<file path="src/rtl/palette_lut.sv">
// Run-time loadable colour palette with a 2-cycle lookup pipeline and a frame-stepped fade engine.
// Optional feature: define PALETTE_TRANSPARENT_EN to flag lookups of KEY_IDX as transparent.
module palette_lut #(
    parameter int unsigned INDEX_W = 4,
    parameter int unsigned COLOR_W = 4,
    parameter int unsigned LVL_W   = 4,
    parameter int unsigned KEY_IDX = 0
) (
    input  logic                 Clk,
    input  logic                 Reset_n,
    input  logic                 pix_valid,
    input  logic [INDEX_W-1:0]   index,
    input  logic                 wr_en,
    input  logic [INDEX_W-1:0]   wr_addr,
    input  logic [3*COLOR_W-1:0] wr_data,
    input  logic                 frame_tick,
    input  logic                 fade_out_req,
    input  logic                 fade_in_req,
    output logic                 out_valid,
    output logic [COLOR_W-1:0]   red,
    output logic [COLOR_W-1:0]   green,
    output logic [COLOR_W-1:0]   blue,
    output logic                 transparent,
    output logic                 fade_busy,
    output logic [LVL_W-1:0]     level
);

    localparam int unsigned DEPTH   = 2 ** INDEX_W;
    localparam int unsigned GREY_SHL = (COLOR_W >= INDEX_W) ? COLOR_W - INDEX_W : 0;
    localparam int unsigned GREY_SHR = (INDEX_W > COLOR_W) ? INDEX_W - COLOR_W : 0;
    localparam logic [LVL_W-1:0] LVL_MAX = '1;

    typedef enum logic [1:0] {StFull, StFadeOut, StBlack, StFadeIn} fade_state_e;

    function automatic logic [COLOR_W-1:0] grey(input int unsigned i);
        logic [31:0] v;
        v = 32'(i);
        v = (v << GREY_SHL) >> GREY_SHR;
        return v[COLOR_W-1:0];
    endfunction

    // (chan * s) >> LVL_W with s <= 2**LVL_W, so the result always fits COLOR_W bits.
    function automatic logic [COLOR_W-1:0] scale(input logic [COLOR_W-1:0] chan,
                                                 input logic [LVL_W:0]     s);
        logic [COLOR_W+LVL_W:0] p;
        p = {{(LVL_W+1){1'b0}}, chan} * {{COLOR_W{1'b0}}, s};
        p = p >> LVL_W;
        return p[COLOR_W-1:0];
    endfunction

    logic [3*COLOR_W-1:0] r_pal [DEPTH];
    logic                 r_s1_valid;
    logic [3*COLOR_W-1:0] r_s1_rgb;
    logic                 r_out_valid;
    logic [COLOR_W-1:0]   r_red, r_green, r_blue;
    fade_state_e          r_state, w_state_d;
    logic [LVL_W-1:0]     r_level, w_level_d;
    logic [3*COLOR_W-1:0] w_rd;
    logic [LVL_W:0]       w_scale;

    // Palette storage: grey ramp on reset, single write port.
    always_ff @(posedge Clk or negedge Reset_n) begin
        if (!Reset_n) begin
            for (int i = 0; i < DEPTH; i++) begin
                r_pal[i] <= {3{grey(unsigned'(i))}};
            end
        end else if (wr_en) begin
            r_pal[wr_addr] <= wr_data;
        end
    end

    // Write-first bypass so a same-cycle write is visible to the lookup.
    assign w_rd = (wr_en && (wr_addr == index)) ? wr_data : r_pal[index];

    assign w_scale = (r_level == '0) ? '0 : ({1'b0, r_level} + (LVL_W+1)'(1));

    always_ff @(posedge Clk or negedge Reset_n) begin
        if (!Reset_n) begin
            r_s1_valid  <= 1'b0;
            r_s1_rgb    <= '0;
            r_out_valid <= 1'b0;
            r_red       <= '0;
            r_green     <= '0;
            r_blue      <= '0;
        end else begin
            r_s1_valid  <= pix_valid;
            r_out_valid <= r_s1_valid;
            if (pix_valid) begin
                r_s1_rgb <= w_rd;
            end
            if (r_s1_valid) begin
                r_red   <= scale(r_s1_rgb[3*COLOR_W-1:2*COLOR_W], w_scale);
                r_green <= scale(r_s1_rgb[2*COLOR_W-1:COLOR_W], w_scale);
                r_blue  <= scale(r_s1_rgb[COLOR_W-1:0], w_scale);
            end
        end
    end

    assign out_valid = r_out_valid;
    assign red       = r_red;
    assign green     = r_green;
    assign blue      = r_blue;

`ifdef PALETTE_TRANSPARENT_EN
    logic r_s1_key;
    logic r_transparent;

    always_ff @(posedge Clk or negedge Reset_n) begin
        if (!Reset_n) begin
            r_s1_key      <= 1'b0;
            r_transparent <= 1'b0;
        end else begin
            if (pix_valid) begin
                r_s1_key <= (index == INDEX_W'(KEY_IDX));
            end
            if (r_s1_valid) begin
                r_transparent <= r_s1_key;
            end
        end
    end

    assign transparent = r_transparent;
`else
    logic w_unused_key;
    assign w_unused_key = (index == INDEX_W'(KEY_IDX));
    assign transparent  = 1'b0;
`endif

    always_ff @(posedge Clk or negedge Reset_n) begin
        if (!Reset_n) begin
            r_state <= StFull;
            r_level <= LVL_MAX;
        end else begin
            r_state <= w_state_d;
            r_level <= w_level_d;
        end
    end

    // A direction change consumes the cycle; stepping resumes on the following tick.
    always_comb begin
        w_state_d = r_state;
        w_level_d = r_level;
        case (r_state)
            StFull: begin
                if (fade_out_req) begin
                    w_state_d = StFadeOut;
                end
            end
            StBlack: begin
                if (fade_in_req && !fade_out_req) begin
                    w_state_d = StFadeIn;
                end
            end
            StFadeOut: begin
                if (fade_in_req && !fade_out_req) begin
                    w_state_d = StFadeIn;
                end else if (frame_tick) begin
                    if (r_level <= LVL_W'(1)) begin
                        w_level_d = '0;
                        w_state_d = StBlack;
                    end else begin
                        w_level_d = r_level - LVL_W'(1);
                    end
                end
            end
            StFadeIn: begin
                if (fade_out_req) begin
                    w_state_d = StFadeOut;
                end else if (frame_tick) begin
                    if (r_level >= LVL_MAX - LVL_W'(1)) begin
                        w_level_d = LVL_MAX;
                        w_state_d = StFull;
                    end else begin
                        w_level_d = r_level + LVL_W'(1);
                    end
                end
            end
            default: begin
                w_state_d = StFull;
                w_level_d = LVL_MAX;
            end
        endcase
    end

    assign fade_busy = (r_state == StFadeOut) || (r_state == StFadeIn);
    assign level     = r_level;

endmodule

</file>
<file path="config.mk">
export PLATFORM = sky130hd
export DESIGN_NAME = palette_lut
export DESIGN_NICKNAME = d
export VERILOG_FILES = /design/src/rtl/palette_lut.sv
export SDC_FILE = /design/constraint.sdc
export NUM_CORES = 1
export LEC_CHECK = 0
export ABC_AREA = 1
export BUFFER_PORTS_ARGS = -buffer_cell sky130_fd_sc_hd__buf_2
export CAP_MARGIN = 30
export CORE_MARGIN = 2
export CORE_UTILIZATION = 55
export DETAILED_ROUTE_END_ITERATION = 6
export GPL_ROUTABILITY_DRIVEN = 0
export PLACE_DENSITY = 0.69
export SLEW_MARGIN = 20
export SYNTH_ARGS = -nofsm -noshare
export SYNTH_HDL_FRONTEND = slang
export SYNTH_SLANG_ARGS = --single-unit
</file>
<file path="constraint.sdc">
create_clock -name Clk -period 6.9 [get_ports Clk]
set_input_delay 1.38 -clock Clk [delete_from_list [all_inputs] [get_ports Clk]]
set_output_delay 1.38 -clock Clk [all_outputs]
set_load 0.02 [all_outputs]
</file>
# Word-level counts from Yosys, hierarchy flattened
# Cells that the tools add are included.
[word_totals]
ff_bits = 224
in_bits = 27
[op_classes]
n_bitwise = 2
n_eq_ne = 14
magnitude_cmp = 5
mul = 3
reduce_logical = 10
addsub = 3
mux = 24
[ops]
columns = ["op", "count"]
rows = [
  ["192-bit bitwise mux", 1],
  ["12-bit binary-select mux with 4-bit select", 1],
  ["12-bit demux with 4-bit select", 1],
  ["12-bit two-way mux", 4],
  ["4-bit by 5-bit multiplier with 8-bit output", 3],
  ["4-bit two-way mux", 6],
  ["2-bit two-way mux", 8],
  ["2-bit inequality test (second input constant)", 6],
  ["3-bit inequality test (second input constant)", 4],
  ["5-bit greater-or-equal comparator (second input constant)", 2],
  ["4-bit NOT with 5-bit output", 2],
  ["2-bit case mux with 4 select lines", 1],
  ["4-bit case mux with 2 select lines", 1],
  ["6-bit AND reduction", 1],
  ["4-bit by 1-bit adder with 5-bit output (second input constant)", 1],
  ["5-bit by 1-bit less-than comparator with 1-bit output (second input constant)", 1],
  ["5-bit two-way mux", 1],
  ["5-bit AND reduction", 1],
  ["4-bit by 1-bit adder with 4-bit output (second input constant)", 1],
  ["2-bit == test (second input constant)", 2],
  ["4-bit == test", 1],
  ["4-bit greater-or-equal comparator (second input constant)", 1],
  ["4-bit by 1-bit less-or-equal comparator with 1-bit output (second input constant)", 1],
  ["4-bit logical NOT", 1],
  ["7 further kinds", 9],
]

# Longest topological paths before layout
# Gate-level depths: netlist of the first run.
[depth]
depth_word = 6
mapped_depth = 20
mapped_depth_nobuf = 20

# Worst setup path before layout of the first run
# No wires, ideal clock.
[synth_path]
path_type = "register -> register"
startpoint = "register r_level[0], in the netlist level[0]"
endpoint = "register r_blue[1], in the netlist blue[1]"
arrival_ns = 3.639
path_slack_ns = 3.143
path_stages_with_launch = 20
n_path_buf = 0
path_cell_list = "dfstp_2 clkinv_1 ha_1 nand2_2 inv_1 nor2_1 inv_1 nor2_1 fa_1 inv_1 fa_1 inv_1 ha_1 inv_1 o21bai_1 inv_1 nand2_1 or2_2 nand3_1 nand2_1"
[synth_between]
elab_chain_len = 3
elab_cells_between_ends = 4
cone_classes = "add/sub: 1; mul: 1; mux: 1; reduce/logical: 1"
[synth_rtl]
columns = ["element", "line_no", "source"]
rows = [
  ["from (decl)", "57", "logic [LVL_W-1:0] r_level, w_level_d;"],
  ["from (signal assigned)", "135", "r_level <= w_level_d;"],
  ["4-bit by 1-bit adder with 5-bit output or 4-bit logical NOT (tied branches)", "75", "assign w_scale = (r_level == '0) ? '0 : ({1'b0, r_level} + (LVL_W+1)'(1));"],
  ["5-bit two-way mux *", "75", ""],
  ["4-bit by 5-bit multiplier with 8-bit output *", "46", "p = {{(LVL_W+1){1'b0}}, chan} * {{COLOR_W{1'b0}}, s};"],
  ["to (signal assigned)", "94", "r_blue <= scale(r_s1_rgb[COLOR_W-1:0], w_scale);"],
  ["to (decl)", "55", "logic [COLOR_W-1:0] r_red, r_green, r_blue;"],
]
# Mark *: on every way between the ends. The rest lies on a longest branch, timed or not.
# A chain may end at the register's enable or synchronous reset.

# Worst setup path in the final report of the first run
[layout_path]
startpoint = "register r_level[0], in the netlist level[0]"
endpoint = "register r_green[1], in the netlist green[1]"
[layout_between]
elab_chain_len = 3
elab_cells_between_ends = 4
cone_classes = "add/sub: 1; mul: 1; mux: 1; reduce/logical: 1"
[layout_rtl]
columns = ["element", "line_no", "source"]
rows = [
  ["4-bit by 1-bit adder with 5-bit output or 4-bit logical NOT (tied branches)", "75", ""],
  ["5-bit two-way mux *", "75", ""],
  ["4-bit by 5-bit multiplier with 8-bit output *", "46", ""],
  ["to (signal assigned)", "93", "r_green <= scale(r_s1_rgb[2*COLOR_W-1:COLOR_W], w_scale);"],
  ["to (decl)", "55", ""],
]
# Marks and branches as above.

==> results of run 1 <==
-- logic make-up (layout without fill, tap and decap cells) --
kind of cell	count (synthesis)	in the layout	synth area share, %
flops	224	224	47.91
simple gates	584	584	20.01
xor+xnor	11	11	0.8055
compound gates	397	397	17.31
other cells	1	4	0.03135
fa+ha+maj	51	51	6.277
buf+inv	226	237	7.647
-- worst max-delay path, stage by stage (launching register included) --
cell	delay, ps
dfstp_2	570
clkinv_1	230
ha_1	330
nand2_2	150
inv_1	70
nor2_1	390
inv_1	240
nor2_1	200
fa_1	440
inv_1	90
fa_1	380
inv_1	70
ha_1	260
inv_1	110
o21bai_1	90
inv_1	60
nand2_1	50
or2_2	260
nand3_1	80
nand2_1	60
-- metrics by stage --
stage	setup slack (ps)	utilization (%)	cells	hold slack, ps	instance area [sq um]
6_report	2640	61.99	1783	473.4	13110
5_1_grt	2356	61.96	1781	492.7	13110
4_1_cts	2699	61.50	1774	475.4	13010
3_5_place_dp	2754	57.76	1729	460.7	12220
3_3_place_gp	2948	57.56	1727	460.7	12180
2_1_floorplan	3143	-	1494	351.9	11960
-- routing by layer --
| metal | track usage [%] | part of all wire (%) | vias to the layer above |
|---|---|---|---|
| li1 | - | - | 4850 |
| met4 | 7.570 | 2.1 | 0 |
| met5 | 0 | 0 | - |
| met3 | 5.539 | 7.1 | 51 |
| met2 | 44.64 | 47 | 326 |
| met1 | 37.63 | 44 | 4763 |
-- power by group --
group | internal [mW] | switching, mW
Combinational | 0.452 | 0.842
Sequential | 1.70 | 0.152
Clock | 0.795 | 0.515
-- layout make-up --
type                       instances  share of cell area, %
sequential                       224                  43.70
multi-input combinational       1044                  40.53
clock buffer                      40                  5.277
inverter                         136                  3.893
timing repair buffer              56                  3.149
tap                              275                  2.624
clock inverter                     5                 0.7634
antenna                            3                0.05725
-- cells in the mapped netlist --
library cell,instances
buf_6,2
a21boi_0,3
clkbuf_1,54
a21oi_1,47
buf_1,5
nand3_2,1
nand2_2,2
o21ai_0,305
conb_1,1
fa_1,15
buf_4,6
nor3_4,2
or2_2,4
nor2_2,1
dfrtp_1,124
clkinv_1,1
o21ai_1,11
xor2_1,5
o31ai_1,1
nand3b_1,3
inv_2,3
o311ai_0,1
nor3_2,3
buf_2,23
nor3_1,2
nand2_1,301
xnor2_1,6
a211oi_1,1
o211ai_1,23
inv_1,132
nand3_1,90
o22ai_1,2
ha_1,36
nor2_1,172
nand4_1,3
o21bai_1,3
dfstp_2,100
-- worst max-delay path by stage --
stage	from	end	cells after the start
3_3_place_gp	level[0]	blue[1]	19
6_report	level[0]	green[1]	19
4_1_cts	level[0]	green[1]	19
3_5_place_dp	level[0]	green[1]	19
5_1_grt	level[0]	blue[3]	19
2_1_floorplan	level[0]	blue[1]	19
-- state kept, by name, summed over array words and instances (netlist names) --
name        count
out_valid       1
r_s1_rgb       12
r_s1_valid      1
r_state         2
green           4
level           4
blue            4
red             4
r_pal         192
==> impl_metrics.py, run 1 <==
metrics = {
    "run_status": {
        "status": "completed",
    },
    "grt": {
        "overflow_left_after_global_routing": 0,
        "first_pass_grt_wire_length_mm": 49.53,
        "grt_max_degree": 129,
        "via_count_of_the_first_global_routing_pass": 9386,
        "antenna_found_initial": 3,
        "gr-usage-all-layers_pct": 27.44,
    },
    "drt": {
        "drc": 0,
        "drtIter0Drc": 895,
        "drt_first_pass_iters": 5,
        "avgViaCountPerCell": 5.603,
        "antenna_left": 0,
        "drt_wl_total_mm": 30.62,
        "detailroute.via_count": 9990,
        "detail_route.wl_per_cell_microns": 17.17,
    },
    "critical_path": {
        "crit_path_end_kind": "flip-flop",
        "crit_required_ps": 7290,
        "reg2reg_depth": 19,
        "crit_type": "flip-flop to flip-flop",
        "ff2ff_setup_slack_ps": 2640,
        "path_max_fanout": 9,
        "timing.critical_path.from_type": "flip-flop",
        "timing.critical_path.arrival_ps": 4650,
        "regToRegEndpoint": "green[1]",
        "regToRegStartpoint": "level[0]",
    },
    "hold_path": {
        "hp-class": "flip-flop to flip-flop",
        "hold_start": "green[2]",
        "timing.hold.worst_path_depth": 2,
        "timing.hold.worst_endpoint": "green[2]",
    },
    "finish": {
        "layout.area.seq_sq_um": 5731,
        "fillerInstances": 1881,
        "multi_input_comb_area_sq_um": 5315,
        "layout.cells.most_common": "o21ai_0",
        "nets": 1565,
        "mostFrequentLayoutCells": "305 x o21ai_0, 301 x nand2_1, 172 x nor2_1, 132 x inv_1, 124 x dfrtp_1",
        "area_growth_pct": 9.635,
        "post_route_cells_drive_above_1_share_pct": 13.49,
    },
    "timing": {
        "worst_pin_slew_ps": 910.7,
        "setup_viol": 0,
        "fmax_mhz": 234.8,
        "grt_setup_unrepaired": "false",
        "setup_total_negative_slack_ps": 0,
        "hold_viol_final": 0,
        "period_needed_ps": 4260,
        "maxSlewHeadroom_pct": 39.14,
        "timing.clock.skew_ps": 19.42,
        "layout_worst_path_cycle_share_pct": 61.73,
        "timing.final.max_slew_violations": 0,
    },
    "synthesis": {
        "synth-warning-count": 0,
        "synth.top_cells.by_area": "dfrtp_1 26%, dfstp_2 22%, o21ai_0 13%",
        "post_synth_inst_count": 1494,
        "synth_nets": 1572,
        "synthesized_area_per_cell_sq_um": 8.006,
        "synth_largest_type_area_fraction_pct": 25.94,
        "seq_area_frac_synth_pct": 47.91,
        "synth.largest_area_cell": "dfrtp_1",
        "syn-cell-area_sq_um": 11960,
        "synth_cell_types": 37,
        "ys_ff_latch": 224,
    },
    "power": {
        "power_density_nw_per_um2": 339.6,
        "finalPower_mw": 4.453,
        "ir_worst_vdd_uv": 181.0,
        "power.leakage_nw": 6.216,
    },
    "clocking": {
        "clkLatencyLatePin_ps": 520,
        "clk_pin_slew_worst_paths_ps": 60,
        "h-tree-depth": 1,
        "clock_path_buffers": 3,
        "cts_root_buf": "clkbuf_16",
        "cts_setup_buffers": 0,
        "post_cts_resized": 0,
        "cts_tree": "done",
        "post_cts_hold_buffer_count": 0,
        "cts_made_buffers": 25,
        "clock-sinks": 224,
    },
    "placed_design": {
        "port_buffers": 44,
        "hpwl_mm": 19.93,
    },
    "die": {
        "std_cell_rows": 53,
        "fp.dieH_microns": 151.5,
        "fp.coreArea_sq_um": 21150,
        "initial_core_util_pct": 56.54,
        "boundaryPins": 46,
        "fp.dieArea_sq_um": 22940,
        "die_w_microns": 151.5,
    },
    "flow_run": {
        "max-cap-violations": 0,
    },
}
(Power assumes the default switching activity.)
==> run 2: changes to the inputs <==
--- a/config.mk
+++ b/config.mk
@@ -12,7 +12,7 @@
 export CORE_UTILIZATION = 55
 export DETAILED_ROUTE_END_ITERATION = 6
 export GPL_ROUTABILITY_DRIVEN = 0
-export PLACE_DENSITY = 0.69
+export PLACE_DENSITY = 0.72
 export SLEW_MARGIN = 20
 export SYNTH_ARGS = -nofsm -noshare
 export SYNTH_HDL_FRONTEND = slang
==> constraint.sdc (replaced) <==
create_clock -name Clk -period 3.9 [get_ports Clk]
set_input_delay 0.78 -clock Clk [delete_from_list [all_inputs] [get_ports Clk]]
set_output_delay 0.78 -clock Clk [all_outputs]
set_load 0.02 [all_outputs]
==> run 2 against run 1 <==
Compared with the run above: flip-flop and latch count did not move; register-to-register slack got worse by 2400 ps; via count rose by 0.56%; clock power rose by 76%; non-clock buffer count rose by 7; routed wire length fell by 1.5%; sequential share of layout area fell by 0.18 points.
==> impl_metrics.py, run 2 (synthesis gave the netlist of run 1 again) <==
metrics = {
    "finish": {
        "top_regs": "r_pal x192, r_s1_rgb x12",
        "layout.area.seq_sq_um": 5731,
        "largest_register_ffs": 192,
        "nets": 1572,
        "post_route_cells_drive_above_1_share_pct": 14.74,
        "fillerInstances": 1881,
        "area_growth_pct": 10.08,
        "mostFrequentLayoutCells": "305 x o21ai_0, 300 x nand2_1, 169 x nor2_1, 131 x inv_1, 124 x dfrtp_1",
        "layout.cells.most_common": "o21ai_0",
        "max_flop_register": "r_pal",
        "multi_input_comb_area_sq_um": 5325,
    },
    "grt": {
        "gr-usage-all-layers_pct": 27.12,
        "overflow_left_after_global_routing": 0,
        "first_pass_grt_wire_length_mm": 49.31,
        "antenna_found_initial": 3,
        "grt_max_degree": 115,
        "via_count_of_the_first_global_routing_pass": 9577,
    },
    "critical_path": {
        "crit_required_ps": 4300,
        "regToRegEndpoint": "red[1]",
        "ff2ff_setup_slack_ps": 210,
        "critical-path-max-stage-delay_ps": 580,
        "cpMostUsedCell": "inv_1",
        "reg2reg_depth": 18,
        "crit_path_end_kind": "flip-flop",
        "path_cells": "clkinvlp_4 -> ha_1 -> nand2_2 -> inv_1 -> nor2_2 -> buf_4 -> nand2_1 -> fa_1 -> fa_1 -> inv_1 -> ha_1 -> inv_1 -> o21bai_1 -> inv_1 -> nand2_1 -> or2_2 -> nand3_1 -> nand2_1",
        "cp_slowest_cell": "dfstp_2",
        "timing.critical_path.from_type": "flip-flop",
        "path_max_fanout": 6,
        "regToRegStartpoint": "level[0]",
        "crit_type": "flip-flop to flip-flop",
        "timing.critical_path.arrival_ps": 4090,
    },
    "power": {
        "ir_worst_vdd_uv": 367.8,
        "finalPower_mw": 7.914,
        "p_sw_share_pct": 34.12,
        "combPwrFrac_pct": 29.5,
        "power_density_nw_per_um2": 601.0,
        "power.share.sequential_pct": 41.4,
        "netSwitchingPower_mw": 2.700,
        "clock_power_share_pct": 29.1,
        "internal_power_mw": 5.213,
        "power.leakage_nw": 6.252,
    },
    "clocking": {
        "clock-sinks": 224,
        "clk_pin_slew_worst_paths_ps": 60,
        "post_cts_hold_buffer_count": 0,
        "h-tree-depth": 1,
        "clock_path_buffers": 3,
        "clkLatencyLatePin_ps": 520,
        "cts_made_buffers": 25,
        "cts_tree": "done",
        "cts_root_buf": "clkbuf_16",
    },
    "hold_path": {
        "hp-class": "input port to async pin",
    },
    "drt": {
        "drtIter0Drc": 711,
        "drt_wl_total_mm": 30.15,
        "drc": 0,
        "avgViaCountPerCell": 5.612,
        "antenna_left": 0,
        "detail_route.wl_per_cell_microns": 16.84,
        "detailroute.via_count": 10050,
        "drt_first_pass_iters": 5,
    },
    "placed_design": {
        "hpwl_mm": 19.83,
        "dp_worst_setup_slack_ps": 57.97,
        "port_buffers": 44,
    },
    "timing": {
        "postLayoutSetupSlackWorst_ps": 209.7,
        "setup_total_negative_slack_ps": 0,
        "hold_viol_final": 0,
        "period_needed_ps": 3690,
        "timing.final.max_slew_violations": 0,
        "fmax_mhz": 271.0,
        "maxSlewHeadroom_pct": 39.33,
        "grt_setup_unrepaired": "false",
        "holdWs_ps": 249.7,
        "worst_pin_slew_ps": 907.2,
        "layout_worst_path_cycle_share_pct": 94.62,
        "timing.clock.skew_ps": 6.962,
        "setup_viol": 0,
    },
    "die": {
        "fp.dieH_microns": 151.5,
        "initial_core_util_pct": 56.54,
        "boundaryPins": 46,
        "fp.coreArea_sq_um": 21150,
        "fp.dieArea_sq_um": 22940,
        "std_cell_rows": 53,
        "die_w_microns": 151.5,
    },
    "run_status": {
        "status": "completed",
    },
    "flow_run": {
        "max-cap-violations": 0,
    },
}
==> run 2: cell types whose count changed in the layout (fill, tap and decap cells not counted), moves of 3 or more <==
| cell | previous run | this run |
|---|---|---|
| buf_4 | 4 | 13 |
| clkbuf_8 | 1 | 6 |
| nor2_2 | 1 | 4 |
| nor2_1 | 172 | 169 |
| clkbuf_1 | 14 | 8 |
| buf_8 | 7 | 3 |
==> run 2: final cells by class <==
type	count	share of cell area, %
inverters	136	3.906
diodes	2	0.03801
clock buffers	39	5.607
flip-flops and latches	224	43.52
multi-input cells	1044	40.44
clock inverters	7	0.5037
repair buffers	63	3.364
well taps	275	2.613
==> run 2: critical path: cells and delay by family (launching register included) <==
kind | cells | cell delay (ps)
fa+ha+maj | 4 | 1540
buf+inv | 6 | 580
simple gates | 7 | 810
compound gates | 1 | 80
flops | 1 | 580
==> run 2: layer usage <==
layer	vias to the layer above	wire length (microns)	GRT usage, %
met3	58	2034	4.192
met2	301	13910	43.98
met4	2	675	7.804
met5	-	8	0
met1	4811	13520	38.06
li1	4874	-	-
==> run 2: power groups by stage <==
| stage | Sequential, mW | Clock, mW | Combinational, mW |
|---|---|---|---|
| 6_report | 3.28 | 2.31 | 2.33 |
| 5_1_grt | 3.33 | 2.43 | 2.70 |
| 4_1_cts | 3.27 | 2.34 | 2.30 |
| 3_5_place_dp | 3.30 | 0 | 2.28 |
| 3_3_place_gp | 3.28 | 0 | 2.20 |
| 2_1_floorplan | 3.30 | 0 | 1.62 |
==> run 2: worst max path at each step <==
stage	startpoint	to	slack [ps]	depth (start not counted)
after global routing	level[0]	red[1]	2	18
after detailed placement	level[0]	green[1]	60	19
after global placement	level[0]	blue[1]	210	19
final	level[0]	red[1]	210	18
after floorplan	level[0]	blue[1]	140	19
after CTS	level[0]	green[1]	40	19
==> run 2: what timing repair did <==
item	4_1_cts	5_1_grt
resized for setup	0	7
setup buffers	0	4
endpoints found under the setup margin	0	6
==> run 2: per-stage QoR <==
stage,cells,cell area (sq um),util (%)
after global placement,1733,12230,57.83
after global routing,1788,13160,62.22
after floorplan,1494,11960,-
after detailed placement,1734,12260,57.96
after CTS,1780,13070,61.76
final,1790,13170,62.24
